**src/rtl/fan_pkg.sv**
```systemverilog
// Shared types and helpers for the fan controller core.
// The soft-start ramp is selected by the FAN_SOFT_START_EN macro in fan_ctrl_core.
package fan_pkg;

  // Operating state of the fan: OFF only while the speed level is zero.
  typedef enum logic [1:0] {
    FAN_OFF     = 2'd0,
    FAN_RUN     = 2'd1,
    FAN_BLOCKED = 2'd2
  } fan_state_e;

  // Board defaults: 100 MHz clock gives a 1 s tick, one preset step is one hour.
  localparam int DEF_TICK_DIV     = 100_000_000;
  localparam int DEF_TIMER_STEP_S = 3600;

  // Duty for a level, spread evenly from 0 to full scale and truncated.
  // 64-bit arithmetic keeps level*(2^pwm_w-1) from overflowing.
  function automatic longint level_to_duty(input int level, input int levels, input int pwm_w);
    longint full_scale;
    full_scale = (longint'(1) << pwm_w) - 64'sd1;
    return (full_scale * longint'(level)) / longint'(levels - 1);
  endfunction

endpackage

```
**src/rtl/fan_pwm_gen.sv**
```systemverilog
// Free-running PWM generator: output is high while the counter is below duty.
// A duty of zero therefore yields a constant low output.
module fan_pwm_gen #(
  parameter int PWM_W = 8
) (
  input  logic             clk,
  input  logic             reset_p,
  input  logic [PWM_W-1:0] i_duty,
  output logic             o_pwm
);

  logic [PWM_W-1:0] r_cnt;
  logic             r_pwm;

  // Counter wraps naturally at 2^PWM_W; compare result is registered to keep the pin glitch-free.
  always_ff @(posedge clk) begin
    // NOTE: state registers use <= so every flop samples pre-edge values regardless of statement order.
    if (reset_p) begin
      r_cnt <= '0;
      r_pwm <= 1'b0;
    end else begin
      r_cnt <= r_cnt + 1'b1;
      r_pwm <= (r_cnt < i_duty);
    end
  end

  assign o_pwm = r_pwm;

endmodule

```
**src/rtl/fan_ctrl_core.sv**
```systemverilog
// Fan controller core: speed level, countdown off-timer, distance safety stop
// with hysteresis, and PWM drive. Define FAN_SOFT_START_EN to ramp duty up
// gradually instead of jumping to the target.
module fan_ctrl_core
  import fan_pkg::*;
#(
  parameter int PWM_W        = 8,
  parameter int LEVELS       = 4,
  parameter int DIST_W       = 12,
  parameter int STOP_CM      = 10,
  parameter int RESUME_CM    = 15,
  parameter int TICK_DIV     = DEF_TICK_DIV,
  parameter int TIMER_STEP_S = DEF_TIMER_STEP_S,
  parameter int TIMER_STEPS  = 3,
  parameter int RAMP_DIV     = 50_000
) (
  input  logic                             clk,
  input  logic                             reset_p,
  input  logic                             speed_btn,
  input  logic                             timer_btn,
  input  logic                             dist_valid,
  input  logic [DIST_W-1:0]                distance,
  output logic                             motor_pwm_o,
  output logic [$clog2(LEVELS)-1:0]        level_o,
  output logic [LEVELS-2:0]                level_led,
  output logic [$clog2(TIMER_STEPS+1)-1:0] timer_step_o,
  output logic [31:0]                      remain_s,
  output logic                             blocked_o
);

  localparam int LW = $clog2(LEVELS);
  localparam int SW = $clog2(TIMER_STEPS + 1);
  localparam int TW = (TICK_DIV > 1) ? $clog2(TICK_DIV) : 1;

  // Reject configurations the control logic cannot honour.
  if (LEVELS < 2) begin : g_chk_levels
    $error("fan_ctrl_core: LEVELS must be at least 2");
  end
  if (RESUME_CM <= STOP_CM) begin : g_chk_hyst
    $error("fan_ctrl_core: RESUME_CM must exceed STOP_CM");
  end
  if (RAMP_DIV < 1 || TICK_DIV < 1) begin : g_chk_div
    $error("fan_ctrl_core: dividers must be at least 1");
  end

  fan_state_e       r_state, w_state_nxt;
  logic [LW-1:0]    r_level, w_level_nxt;
  logic [SW-1:0]    r_step, w_step_nxt;
  logic [31:0]      r_remain, w_remain_nxt;
  logic [TW-1:0]    r_tick, w_tick_nxt;
  logic             w_expire;
  logic [PWM_W-1:0] r_duty, w_target, w_goal;
  logic [LEVELS-2:0] w_led;

  // Constant per-level duty table, evaluated at elaboration.
  logic [PWM_W-1:0] w_duty_tbl [LEVELS];
  for (genvar g = 0; g < LEVELS; g++) begin : g_duty
    assign w_duty_tbl[g] = PWM_W'(level_to_duty(g, LEVELS, PWM_W));
  end

  // Timer: count down while the fan is on with a preset armed; a button press reloads.
  always_comb begin
    // NOTE: every combinational output gets a default first so no path can infer a latch.
    w_step_nxt   = r_step;
    w_remain_nxt = r_remain;
    w_tick_nxt   = r_tick;
    w_expire     = 1'b0;
    if ((r_state != FAN_OFF) && (r_step != '0)) begin
      if (r_tick == TW'(TICK_DIV - 1)) begin
        w_tick_nxt   = '0;
        w_remain_nxt = r_remain - 32'd1;
        if (r_remain == 32'd1) begin
          w_expire   = 1'b1;
          w_step_nxt = '0;
        end
      end else begin
        w_tick_nxt = r_tick + 1'b1;
      end
    end
    // A preset press wins over the countdown, including on the expiry cycle.
    if (timer_btn) begin
      w_step_nxt   = (r_step == SW'(TIMER_STEPS)) ? '0 : r_step + 1'b1;
      w_remain_nxt = 32'(w_step_nxt) * 32'(TIMER_STEP_S);
      w_tick_nxt   = '0;
    end
  end

  // Level: expiry forces off, otherwise the speed button steps and wraps.
  always_comb begin
    w_level_nxt = r_level;
    if (w_expire) begin
      w_level_nxt = '0;
    end else if (speed_btn) begin
      w_level_nxt = (r_level == LW'(LEVELS - 1)) ? '0 : r_level + 1'b1;
    end
  end

  // Next state follows the upcoming level so state and level change on the same edge.
  always_comb begin
    w_state_nxt = r_state;
    case (r_state)
      FAN_OFF: begin
        if (w_level_nxt != '0) w_state_nxt = FAN_RUN;
      end
      FAN_RUN: begin
        if (w_level_nxt == '0)
          w_state_nxt = FAN_OFF;
        else if (dist_valid && (distance < DIST_W'(STOP_CM)))
          w_state_nxt = FAN_BLOCKED;
      end
      FAN_BLOCKED: begin
        if (w_level_nxt == '0)
          w_state_nxt = FAN_OFF;
        else if (dist_valid && (distance >= DIST_W'(RESUME_CM)))
          w_state_nxt = FAN_RUN;
      end
      default: w_state_nxt = FAN_OFF;
    endcase
  end

  // Control registers: state, level and timer.
  always_ff @(posedge clk) begin
    if (reset_p) begin
      r_state  <= FAN_OFF;
      r_level  <= '0;
      r_step   <= '0;
      r_remain <= '0;
      r_tick   <= '0;
    end else begin
      r_state  <= w_state_nxt;
      r_level  <= w_level_nxt;
      r_step   <= w_step_nxt;
      r_remain <= w_remain_nxt;
      r_tick   <= w_tick_nxt;
    end
  end

  assign w_target = w_duty_tbl[r_level];
  assign w_goal   = (r_state == FAN_RUN) ? w_target : '0;

`ifdef FAN_SOFT_START_EN
  localparam int RW = (RAMP_DIV > 1) ? $clog2(RAMP_DIV) : 1;
  logic [RW-1:0] r_ramp;

  // Soft start: climb one duty step per RAMP_DIV clocks; drops take effect at once.
  always_ff @(posedge clk) begin
    if (reset_p) begin
      r_duty <= '0;
      r_ramp <= '0;
    end else if (w_goal <= r_duty) begin
      r_duty <= w_goal;
      r_ramp <= '0;
    end else if (r_ramp == RW'(RAMP_DIV - 1)) begin
      r_duty <= r_duty + 1'b1;
      r_ramp <= '0;
    end else begin
      r_ramp <= r_ramp + 1'b1;
    end
  end
`else
  // Duty follows the goal one cycle after any level or state change.
  always_ff @(posedge clk) begin
    if (reset_p) r_duty <= '0;
    else         r_duty <= w_goal;
  end
`endif

  fan_pwm_gen #(.PWM_W(PWM_W)) u_pwm (
    .clk     (clk),
    .reset_p (reset_p),
    .i_duty  (r_duty),
    .o_pwm   (motor_pwm_o)
  );

  // One-hot level indicator: bit k-1 lit for level k, dark when off.
  always_comb begin
    w_led = '0;
    for (int k = 1; k < LEVELS; k++) begin
      if (r_level == LW'(k)) w_led[k-1] = 1'b1;
    end
  end

  assign level_o      = r_level;
  assign level_led    = w_led;
  assign timer_step_o = r_step;
  assign remain_s     = r_remain;
  assign blocked_o    = (r_state == FAN_BLOCKED);

endmodule

```
**config.mk**
```make
export PLATFORM = sky130hd
export DESIGN_NAME = fan_ctrl_core
export DESIGN_NICKNAME = d
export VERILOG_FILES = /design/src/rtl/fan_pkg.sv /design/src/rtl/fan_pwm_gen.sv /design/src/rtl/fan_ctrl_core.sv
export SDC_FILE = /design/constraint.sdc
export NUM_CORES = 1
export LEC_CHECK = 0
export BUFFER_PORTS_ARGS = -buffer_cell sky130_fd_sc_hd__buf_4
export CORE_MARGIN = 3
export CORE_UTILIZATION = 45
export DETAILED_ROUTE_END_ITERATION = 8
export HOLD_SLACK_MARGIN = 0.06
export PLACE_DENSITY_LB_ADDON = 0.2
export SLEW_MARGIN = 20
export SYNTH_ARGS = -nofsm -noshare
export SYNTH_HDL_FRONTEND = slang
export SYNTH_SLANG_ARGS = --single-unit
```
**constraint.sdc**
```tcl
create_clock -name clk -period 3.3 [get_ports clk]
set_input_delay 0.495 -clock clk [delete_from_list [all_inputs] [get_ports clk]]
set_output_delay 0.495 -clock clk [all_outputs]
set_load 0.03 [all_outputs]
```
# Yosys cells after proc, flatten, opt, wreduce, memory -nomap -nowiden
# Cells that the tools add are included.
word_totals:
  ff_bits: 82
  latchBits: 0
  ramBits: 0
  romBits: 0
  in_bits: 17
  output_inout_bits: 41
  word_cells: 76
  n_memories: 0
classes:
  add_sub_neg: 5
  n_mul: 1
  n_div: 0
  magnitude_cmp: 4
  eq_ne: 11
  shift: 0
  n_mux: 27
  n_bitwise: 2
  n_reduce_logical: 17
op_table:
  columns: ["cell", "count"]
  rows:
  - ["2-to-1 mux 14 bit", 3]
  - ["equality test 32 x 1 -> 1 bit (second input constant)", 1]
  - ["subtractor 32 x 1 -> 32 bit (second input constant)", 1]
  - ["adder 27 x 1 -> 27 bit (second input constant)", 1]
  - ["equality test 27 bit (second input constant)", 1]
  - ["2-to-1 mux 27 bit", 1]
  - ["2-to-1 mux 2 bit", 13]
  - ["binary-select mux 8 bit (select 2 bit)", 1]
  - ["2-to-1 mux 8 bit", 2]
  - [">= comparator 12 x 4 -> 1 bit (second input constant)", 1]
  - ["less-than comparator 12 x 4 -> 1 bit (second input constant)", 1]
  - ["nonzero test 2 bit", 6]
  - ["multiplier 2 x 8 -> 10 bit (second input constant)", 1]
  - ["adder 8 x 1 -> 8 bit (second input constant)", 1]
  - ["equality test 2 bit (second input constant)", 4]
  - ["less-than comparator 8 bit", 1]
  - ["2-to-1 mux 1 bit", 6]
  - ["one-hot mux 2 bit (3 select lines)", 1]
  - ["AND reduction 3 bit", 2]
  - ["adder 2 x 1 -> 2 bit (second input constant)", 2]
  - ["equality test 2 x 1 -> 1 bit (second input constant)", 2]
  - ["logical NOT 2 bit", 2]
  - ["AND reduction 2 bit", 2]
  - ["OR reduction 2 bit", 2]
  - ["other kinds (7)", 9]

# Depth between registers and ports, before layout
# Gate-level depths: netlist of the first run.
depth:
  depth_word: 8
  ltp_mapped: 9
  mapped_depth_nobuf: 7

# Modules after synthesis
# From an unflattened synthesis of the first run, not the netlist that was laid out.
hier_totals:
  hier_cells: 472
  hier_area_um2: 3968.8
by_module_without_submodules:
  columns: ["mod", "instances", "cells_per_inst", "area_each_um2", "seq_area_each_um2"]
  rows:
  - ["fan_ctrl_core", 1, 416, 3469.6, 1341.3]
  - ["fan_pwm_gen", 1, 56, 499.2, 180.2]

# Least setup slack after synthesis of the first run
# Ideal clock, no wire load.
synth_timing:
  kind: "register to register"
  start: "reg r_remain[9], in the netlist remain_s[9]"
  end: "reg r_remain[29], in the netlist remain_s[29]"
  setup_ps: 70
  arrival_time_ps: 2625
  t_required_ps: 3230
  slack_ps: 605
  path_stages_with_launch: 8
  cell_sequence: "dfxtp_1 or3_1 buf_6 or4b_4 buf_6 or4_4 or4_1 a21oi_1"
synth_via:
  elab_chain_len: 1
synth_lines:
  columns: ["element", "line_no", "source"]
  rows:
  - ["start: declaration", "fan_ctrl_core.sv:49", "logic [31:0] r_remain, w_remain_nxt;"]
  - ["start signal: assignment", "fan_ctrl_core.sv:133", "r_remain <= w_remain_nxt;"]
  - ["subtractor 32 x 1 -> 32 bit", "fan_ctrl_core.sv:71", "w_remain_nxt = r_remain - 32'd1;"]
# No other way between the ends.
# A chain may end at the register's enable or synchronous reset.

# Worst setup path after layout of the first run
layout_timing:
  start: "reg r_step[0], in the netlist timer_step_o[0]"
  end: "reg r_remain[6], in the netlist remain_s[6]"
layout_via:
  elab_chain_len: 4
  elab_cells_between_ends: 9
  cone_classes: "1 x add/sub; 1 x mul; 1 x eq/ne; 2 x mux; 4 x reduce/logical"
layout_lines:
  columns: ["element", "line_no", "source"]
  rows:
  - ["start: declaration", "fan_ctrl_core.sv:48", "logic [SW-1:0] r_step, w_step_nxt;"]
  - ["start signal: assignment", "fan_ctrl_core.sv:132", "r_step <= w_step_nxt;"]
  - ["adder 2 x 1 -> 2 bit, or another cell as far along", "fan_ctrl_core.sv:82", "w_step_nxt = (r_step == SW'(TIMER_STEPS)) ? '0 : r_step + 1'b1;"]
  - ["2-to-1 mux 2 bit or logical AND 1 bit (tied branches)", "fan_ctrl_core.sv:82, fan_ctrl_core.sv:68", null]
  - ["multiplier 2 x 8 -> 10 bit or nonzero test 2 bit (tied branches)", null, null]
  - ["2-to-1 mux 14 bit or AND reduction 2 bit (tied branches)", null, null]
# Several ways; a longest one is shown, not always the timed one.

==> results of run 1 <==
power by group through the flow:
stage	combinational [W]	sequential, W	clock (W)
after detailed placement	0.000211	0.000982	0
final	0.000211	0.000961	0.000670
after floorplan	0.000126	0.00100	0
after CTS	0.000212	0.000960	0.000691
after global placement	0.000207	0.000980	0
after global routing	0.000231	0.000965	0.000731
registers in the layout, indices dropped and copies added, names as in the netlist:
register and cells:
u_pwm.r_cnt 8, remain_s 32, u_pwm.o_pwm 1, r_duty 2, r_state 2, level_o 2, timer_step_o 2, r_tick 27
layer usage:
layer  GRT usage (%)  part of all wire [%]  vias up
li1                -                     -     1771
met4            4.62                  0.73        0
met2            30.9                    50       56
met3            5.26                   4.6        7
met5               0                     0        -
met1            23.0                    45     1614
final cells by class:
type                    instances  area, µm²
well taps                     105        131
clock inverters                 3       40.0
inverters                      14       52.6
repair buffers                 62        465
flip-flops and latches         76       1520
multi-input cells             346       2250
fillers                       774       3740
clock buffers                  10        138
cell usage in the layout, fill, tap and decap left out, drive strengths merged, types with 5 or more instances in the layout:
master,Yosys,routed
o21ai,8,8
o31ai,16,16
nor4,16,16
inv,13,13
or3,10,10
nand2,21,21
dfxtp,76,76
a21oi,29,29
nor2,59,59
xor2,11,11
xnor2,26,26
nand4,12,12
nor3,17,17
buf,2,62
clkbuf,19,10
or2,7,7
or4,19,19
o31a,5,5
and3,8,8
o41ai,7,7
ha,19,19
nand3,17,17
worst max-delay path by stage:
stage / from / endpoint / slack [ps] / cells past startpoint
6_report: timer_step_o[0] / remain_s[6] / 520 / 8
5_1_grt: timer_step_o[0] / remain_s[7] / 250 / 8
4_1_cts: remain_s[9] / level_o[1] / 520 / 5
3_5_place_dp: remain_s[9] / level_o[1] / 540 / 5
3_3_place_gp: remain_s[9] / timer_step_o[0] / 610 / 5
2_1_floorplan: remain_s[9] / remain_s[29] / 600 / 7
kinds of logic (layout without fill, tap and decap cells):
family / count (synthesis) / in the layout / share of synthesized area (%)
and+or+nand+nor: 212 / 212 / 29.9
AOI/OAI and AO/OA: 77 / 77 / 13.0
DFF: 76 / 76 / 38.8
xor gates and xnor gates: 37 / 37 / 8.26
buffers and inverters: 35 / 89 / 3.73
adders and majority gates: 19 / 19 / 6.06
muxes: 1 / 1 / 0.255
through the flow:
stage          instances  power (W)  hold slack, ps  utilization, %
2_1_floorplan        457    0.00113             421               -
3_3_place_gp         603    0.00119             439            53.1
3_5_place_dp         603    0.00119             467            53.1
4_1_cts              616    0.00186             399            55.2
5_1_grt              616    0.00193             401            55.2
6_report             616    0.00184             414            55.2
==> results.txt, run 1 <==
The flow ran to the end, and the final reports show no timing, DRC or antenna violations. The overall die height is 99.4 µm. Dividing the synthesized area by the synthesized cell count gives 8.58 µm².

In the finished design, the share of the clock period the worst path needs comes to 84.1%. The number of cells on the worst reg-to-reg path is 8. Power spread over the standard cell area amounts to 400 nW/µm².

The startpoint identified for the worst register-to-register timing path is timer_step_o[0]. The number of distinct standard cells referenced by the synthesized netlist is 46. The worst-path maximum fanout is 13. The count of H-tree levels built during CTS is 3. The initial antenna violation count came out at 0. The number of buffers and inverters on the critical path is 2. The internal power came out at 0.00138 W. The worst pin sits at a relative slew slack of 55.4%. The clock network fraction of design power came out at 36.4%.

For this configuration, the core starts out at a cell density of 47.0%. For flop-to-flop paths, the worst setup slack is 520 ps. The post-cts resize count is 0. The clock latency reported for the late side of the worst-skew pair came out at 340 ps. The required time of the worst setup path is 3570 ps. Routability-driven placement finished with a final weighted congestion of 0.763. The path class of the tightest hold or removal check is input pin to flop. The most common cell in the synthesized netlist is sky130_fd_sc_hd__dfxtp_1. The maximum clock insertion buffer count came out at 2. The Yosys step of the flow raised 0 warnings.

The die covers 9870 µm². The critical path is of the flop to flop type. The number of vias after detailed routing came out at 3448. The placed instances occupy a cell area of 4430 µm². The proportion of layout cells with a drive suffix above 1 is 17.4%. The total overflow left after global routing is 0. The final layout contains 545 nets. The number of global-route vias before repair came out at 3161.

TritonCTS created 9 clock buffers. The number of maximum-capacitance constraint violations is 0. The number of inserted diodes is 0. In this run the standard cell core region covers 8340 µm². The final routed wire length divided by cell count came out at 14.4 µm. The largest net degree at the start of global routing came out at 29. Data on the critical path arrives at its endpoint at 3050 ps. The total clock sinks came out at 76. The number of pins exceeding their max-slew limit in the final report is 0. The worst hold path begins at speed_btn. The async set or reset register ratio after synthesis is 0%. The number of failing hold endpoints at the final stage is 0. The worst hold path depth came out at 2.

58 I/O pins were placed. Among cell families on the critical path, the largest total delay comes from simple AND/OR/NAND/NOR gates. The first-pass GRT wire length came out at 14800 µm.

The stage delay of the slowest cell on the critical path is 570 ps. The buffer cell driving the clock tree root is sky130_fd_sc_hd__clkbuf_8. The horizontal die dimension came out at 99.4 µm. The final instance area is 4600 µm².

The total setup violations reported at the end of the flow is 0. Row generation in the floorplan step produced 33 rows. STA classifies the critical path startpoint as a flop. The critical path endpoint category is a flop. Across all setup checks in the final design, the least slack found is 524 ps.

Summed over all nets, the half-perimeter wirelength after detailed placement is 6350 µm. The signal on the critical path passes through inv_1 -> ha_1 -> o21bai_1 -> nor3_2 -> nand3_1 -> buf_4 -> or4_1 -> a21oi_1. Adding up every negative setup slack in the final design gives 0 ps.

The count of hold-fix buffers inserted at cts is 0. The clock transition at the register clock pins on the worst setup and hold paths after CTS is 70 ps. The detailed-route DRC error count is 0.

Post-CTS timing repair inserted 0 buffers for setup. The number of DRC violations after detailed-routing iteration 0 came out at 158. The part of the power in combinational logic came out at 11.4%. The cell count after synthesis came out at 457. Summed over all nets, the switching power comes to 0.000464 W. sky130_fd_sc_hd__dfxtp_1 takes more of the synthesized area than any other cell. The layout overhead on the synthesized area came out at 17.4%. The endpoint with the worst hold slack is level_o[1]. The share of total power consumed by net switching is 25.2%. The actual transition at the worst max-transition pin is 663 ps. The share of synthesized area in the top cell type comes to 38.8%.

VDD sags by at most 0.000357 V. Port buffering added 57 buffers. The detailed-routing iteration count for the pre-antenna-repair pass is 5. The flop and latch count out of synthesis is 76. By area the synthesized netlist is led by sky130_fd_sc_hd__dfxtp_1 39%, sky130_fd_sc_hd__ha_1 6.1%, sky130_fd_sc_hd__xnor2_1 5.8%. The sequential-to-total area share from yosys stat is 38.8%. The pre-CTS setup slack came out at 540 ps. The clock tree from TritonCTS is yes. The time the worst path needs with I/O delays and setup is 2780 ps. The aggregate routed wire length is 8880 µm. In the synthesized netlist the dominant register cell turns out to be sky130_fd_sc_hd__dfxtp_1.

The standby leakage power came out at 1.66 nW. The commonest cells after synthesis are 76 x sky130_fd_sc_hd__dfxtp_1, 59 x sky130_fd_sc_hd__nor2_1, 29 x sky130_fd_sc_hd__a21oi_1. Dividing the detail-routed via count by the number of cells gives 5.60.

The largest clock skew in the final design is 9.78 ps. The number of flops mapped to enable cells by yosys is 0. The number of nets with antenna violations after routing came out at 0. The cell area that synthesis handed to floorplanning was 3920 µm². Static timing analysis puts the maximum clock frequency at 360 MHz. The endpoint identified for the worst register-to-register timing path is remain_s[6]. The number of nets produced by synthesis came out at 493. The portion of total power attributed to sequential cells came out at 52.2%.

On the critical path, the stage with the largest delay is an instance of sky130_fd_sc_hd__nor3_2. In the global route stage, overall resource usage came out at 18.3%. Setup repair after global routing left no endpoint under its margin.
(Power assumes the default switching activity.)
==> run 2, diff against run 1 <==
clock period = 2.6 ns   (was 3.3 ns; I/O delays follow)
==> results.txt, run 2 (same netlist as run 1, synthesis figures left out) <==
The post-cts resize count is 0. Counting the buffers created by CTS gives 9. CTS built an H-tree with a depth of 3.

The horizontal die dimension is 99.4 µm. The ratio of routed vias to standard cells came out at 5.59. The final setup slack of the worst path is 96.2 ps. The floorplan core area came out at 8340 µm². The global-route usage over all layers came out at 18.9%. The highest attainable clock frequency came out at 399 MHz.

The area of the die came out at 9870 µm². The required time of the worst setup path came out at 2820 ps. The routed design could run at a clock period as short as 2500 ps. The initial utilization of the core area, before any placement, comes to 47.0%. The layout overhead on the synthesized area came out at 19.7%. Routability-driven placement finished with a final weighted congestion of 0.848. Of the cells placed in the final design, the portion with a size suffix greater than 1 is 18.6%. The critical path in this run is classified as flop to flop.

The count of hold-fix buffers inserted at cts is 0. The largest net degree at the start of global routing is 29. The cell row count is 33. Setup repair after global routing left no endpoint under its margin. The total clock sinks came out at 76.

The number of failing hold endpoints at the final stage came out at 0. The number of flip-flops under the largest register name came out at 32. The count of placed standard cells in the final layout, fillers left out is 626.

STA puts the critical path data arrival time at 2720 ps. The tightest slew margin relative to the limit is 66.2%. The number of DRC violations after detailed-routing iteration 0 is 112. The tool flagged a number of max-cap violations equal to 0. Detailed routing inserted a total of 3499 vias. The net count of the finished layout is 552.

The power density normalized to cell area is 526 nW/µm². The count of nets left with antenna violations once routing finished came out at 0. The pre-CTS setup slack came out at 132 ps. The total power draw is 0.00247 W. The standby leakage power came out at 1.72 nW.

The overall die height came out at 99.4 µm. In this run the tool buffered the top-level ports with 57 buffer cells. The critical path endpoint category is a flop. The buffer cell driving the clock tree root is sky130_fd_sc_hd__clkbuf_8. The maximum ir drop on the vdd rail came out at 0.000296 V. In this run the worst path has a maximum fanout of 6. The final-layout fill cell count is 778. The min-delay analysis places its worst path in the category input pin to flop. The detailed-routing iteration count for the pre-antenna-repair pass is 4. The leftover overflow at the end of global routing came out at 0. The run finished with clean final reports. In this run the cell area measured after placement is 4490 µm². The clock transition at the register clock pins on the worst setup and hold paths after CTS is 80 ps. The number of global-route vias before repair came to 3305. Setup violations remaining at the end of the flow were counted as 0. The actual transition at the worst max-transition pin is 505 ps. The detailed-route DRC error count came out at 0. The number of inserted diodes came out at 0.

58 I/O pins were placed. The library cells used most frequently in the layout, excluding fill and tap cells, are 75 x sky130_fd_sc_hd__dfxtp_1, 69 x sky130_fd_sc_hd__buf_4, 59 x sky130_fd_sc_hd__nor2_1, 29 x sky130_fd_sc_hd__a21oi_1, 26 x sky130_fd_sc_hd__xnor2_1. The critical path startpoint category is a flop. The first-pass GRT wire length is 15400 µm.

Counting along the longest clock path gives a buffer depth of 2. Of the available clock period, the critical path in the final layout requires 96.3%. The clock latency reported for the late side of the worst-skew pair is 350 ps. The final instance area came out at 4690 µm². The number of pins exceeding their max-slew limit in the final report was 0. For this block, the routed nets add up to 9080 µm of wire. The clock tree from TritonCTS is yes. The final routed wire length divided by cell count came out at 14.5 µm. The half-perimeter wire length after placement came out at 6580 µm. The largest clock skew in the final design is 13.6 ps. The number of cells after detailed placement is 610. The buffer count from post-CTS setup fixing came out at 0. Leaving out fill and tap cells, the most frequent cell in the layout is sky130_fd_sc_hd__dfxtp_1. The initial antenna violation count is 0.
## run 2: cell types whose count changed in the layout (fill, tap and decap cells not counted), sizes merged
| cell | before | now |
|---|---|---|
| buf | 62 | 69 |
| clkbuf | 10 | 12 |
| bufinv | 1 | 2 |
## run 2: report_power, final
part / switching (W) / internal, W
registers: 0.0000265 / 0.00119
clock network: 0.000427 / 0.000543
logic: 0.000165 / 0.000118
total: 0.000618 / 0.00185
## run 2: layout make-up
type,instances,area (µm²),share of cell area [%]
clock buffers,12,135,2.88
flip-flops and latches,76,1520,32.4
multi-input cells,346,2260,48.2
well taps,105,131,2.80
repair buffers,69,518,11.0
inverters,14,52.6,1.12
clock inverters,4,73.8,1.57
## run 2: final timing paths
check	startpoint	end	slack, ps	cells past startpoint
setup reg to reg	remain_s[13]	timer_step_o[1]	100	5
hold / removal	speed_btn	level_o[1]	280	2
setup / recovery	remain_s[13]	timer_step_o[1]	100	5
hold reg to reg	u_pwm.r_cnt[0]	u_pwm.r_cnt[0]	450	1
## run 2: stage by stage
step | hold slack (ps) | TNS [ps] | util, %
after CTS | 265 | 0 | 56.3
after detailed placement | 443 | 0 | 53.8
after floorplan | 421 | -53.8 | -
after global placement | 439 | 0 | 53.8
after global routing | 289 | 0 | 56.3
final | 284 | 0 | 56.3
## run 2: worst max-delay path, cell delays in order, from the launching register on
cell,delay (ps)
sky130_fd_sc_hd__dfxtp_1,350
sky130_fd_sc_hd__or3_1,440
sky130_fd_sc_hd__or4b_4,540
sky130_fd_sc_hd__or4_4,510
sky130_fd_sc_hd__nor4_1,440
sky130_fd_sc_hd__o41ai_1,100
## run 2: per-layer routing
layer  global-route usage [%]  part of all wire (%)  up-vias
met2                     31.2                    50       56
met4                     7.77                   1.4        0
met5                        0                     0        -
met3                     3.79                   3.4       10
li1                         -                     -     1791
met1                     24.0                    46     1642
==> run 3, diff against run 2 <==
clock period = 3.1 ns   (was 2.6 ns; I/O delays follow)
==> results.txt, run 3 (same netlist as run 1, synthesis figures left out) <==
The effective utilization at floorplan is 47.0%. The clock transition at the register clock pins on the worst setup and hold paths after CTS is 80 ps. The aggregate routed wire length is 8650 µm. The global-route usage over all layers is 18.2%. The detailed-routing iteration count for the pre-antenna-repair pass came out at 4.

The standby leakage power is 1.68 nW. The number of inserted diodes is 0. The number of DRC violations after detailed-routing iteration 0 is 163.

Leaving out fill and tap cells, the most frequent cell in the layout is sky130_fd_sc_hd__dfxtp_1. The detailed-route DRC error count is 0. The maximum clock insertion buffer count came out at 2. Derived from the worst setup path, the maximum achievable clock frequency is 388 MHz. The critical path buffer and inverter count came out at 0.

VDD sags by at most 0.000287 V. The post-cts resize count came out at 0. The number of top-level pins came out at 58. The layout overhead on the synthesized area is 18.6%. The critical path startpoint category is a flop. Traced cell by cell, the critical path runs through or3_1 -> or4b_4 -> or4_4 -> or4_1 -> a21oi_1. At the end of the flow, the number of nets in the layout was 547. The final-layout fill cell count is 786.

The detail route stage leaves a number of antenna-violating nets equal to 0. The data arrival time of the critical path came out at 2850 ps. The total clock sinks came out at 76. The number of buffers inserted by port buffering came out at 57.

The largest net degree at the start of global routing came out at 29. The number of maximum-capacitance constraint violations came out at 0. The critical path endpoint category is a flop.

The final RePlAce weighted congestion is 0.795. The largest clock skew in the final design came out at 9.49 ps. The flow ran to the end, and the final reports show no timing, DRC or antenna violations. Summed over all layers, the global routing overflow is 0. The time the worst path needs with I/O delays and setup came out at 2580 ps. The final routed wire length divided by cell count came out at 14.0 µm. The actual transition at the worst max-transition pin came out at 607 ps. The initial antenna violation count came out at 0.

The ratio of routed vias to standard cells came out at 5.60. The routing usage on met3 came out at 4.21%. In the layout the commonest cells are 76 x sky130_fd_sc_hd__dfxtp_1, 64 x sky130_fd_sc_hd__buf_4, 59 x sky130_fd_sc_hd__nor2_1, 29 x sky130_fd_sc_hd__a21oi_1, 26 x sky130_fd_sc_hd__xnor2_1.

The setup slack of the most critical reg-to-reg path is 520 ps. The final critical path takes up 83.1% of the cycle. The total setup violations reported at the end of the flow came out at 0. The worst setup path is of the flop to flop kind.

The worst-path maximum fanout came out at 18. The floorplan core area came out at 8340 µm². The met1 track utilization from global routing came out at 23.0%. The number of pins exceeding their max-slew limit in the final report was 0. The power density normalized to cell area came out at 448 nW/µm². The number of global-route vias before repair is 3257. The tightest slew margin relative to the limit is 59.2%.

The required time of the worst setup path is 3370 ps. The first-pass GRT wire length is 14800 µm. Setup repair after global routing left no endpoint under its margin.

The clock latency reported for the late side of the worst-skew pair came out at 350 ps. The global routing's busiest layer is met2. The fraction of met2 tracks used by global routing came out at 30.2%. The sum of negative setup slack came out at 0 ps. The worst min-delay path class is input pin to flop. Summing all non-filler instances in the final layout gives an area of 4650 µm². The number of clock buffers added by TritonCTS is 9. Measured along the y axis, the die boundary spans 99.4 µm.

The cell row count came out at 33. The proportion of layout cells with a drive suffix above 1 came out at 18.1%. The clock tree from TritonCTS is yes. Among cell families on the critical path, the largest total delay comes from simple AND/OR/NAND/NOR gates. The stage delay of the slowest cell on the critical path came out at 630 ps.

The buffer cell driving the clock tree root is sky130_fd_sc_hd__clkbuf_8. The post-placement cell area is 4440 µm². The area of the die is 9870 µm². Measured along the x axis, the die boundary spans 99.4 µm.

The number of flip-flops under the largest register name is 32. The number of setup buffers added after CTS is 0. The number of failing hold endpoints at the final stage is 0. The number of vias after detailed routing is 3471. The H-tree generated during clock tree synthesis spans 3 levels. For this design, the slowest cell found on the critical path is sky130_fd_sc_hd__or4b_4. The count of hold-fix buffers inserted at cts is 0. The HPWL after detailed placement is 6180 µm.
[run 3: changes by cell type in the layout (fill, tap and decap cells not counted), sizes merged]
cell | before | now
buf | 69 | 64
clkinv | 3 | 2
inv | 13 | 14
clkinvlp | 0 | 2
clkbuf | 12 | 9
[run 3: power breakdown]
group          total (W)  internal [W]  switching [W]
Combinational   0.000224     0.0000934       0.000130
Clock           0.000838      0.000450       0.000388
Sequential       0.00102      0.000996      0.0000262
Total            0.00208       0.00154       0.000544
[run 3: worst paths after layout]
check             cells after the start        endpoint           start
setup / recovery                      5    remain_s[29]     remain_s[9]
setup reg to reg                      5    remain_s[29]     remain_s[9]
hold reg to reg                       1  u_pwm.r_cnt[0]  u_pwm.r_cnt[0]
hold / removal                        2      level_o[1]       speed_btn
[run 3: layer usage]
layer | wire, µm | part of all wire, %
met2 | 4140 | 48
met5 | 0 | 0
met3 | 310 | 3.6
met1 | 4050 | 47
met4 | 149 | 1.7
[run 3: per-stage QoR]
step / cells / utilization [%] / hold slack (ps) / setup slack, ps / power (W)
after floorplan: 457 / - / 421 / 405 / 0.00120
after global placement: 605 / 53.2 / 441 / 578 / 0.00127
after detailed placement: 605 / 53.2 / 464 / 548 / 0.00127
after CTS: 620 / 55.8 / 343 / 533 / 0.00211
after global routing: 620 / 55.8 / 369 / 336 / 0.00218
final: 620 / 55.8 / 367 / 524 / 0.00208
[run 3: layout make-up]
class,instances,area (µm²),area share (%)
clock buffers,9,124,2.66
clock inverters,6,88.8,1.91
inverters,14,52.6,1.13
multi-input cells,346,2250,48.5
flip-flops and latches,76,1520,32.7
well taps,105,131,2.82
repair buffers,64,480,10.3
[run 3: worst reg2reg max path: stages (launching register included)]
cell                      delay, ps
sky130_fd_sc_hd__dfxtp_1        380
sky130_fd_sc_hd__or3_1          410
sky130_fd_sc_hd__or4b_4         630
sky130_fd_sc_hd__or4_4          530
sky130_fd_sc_hd__or4_1          410
sky130_fd_sc_hd__a21oi_1        140
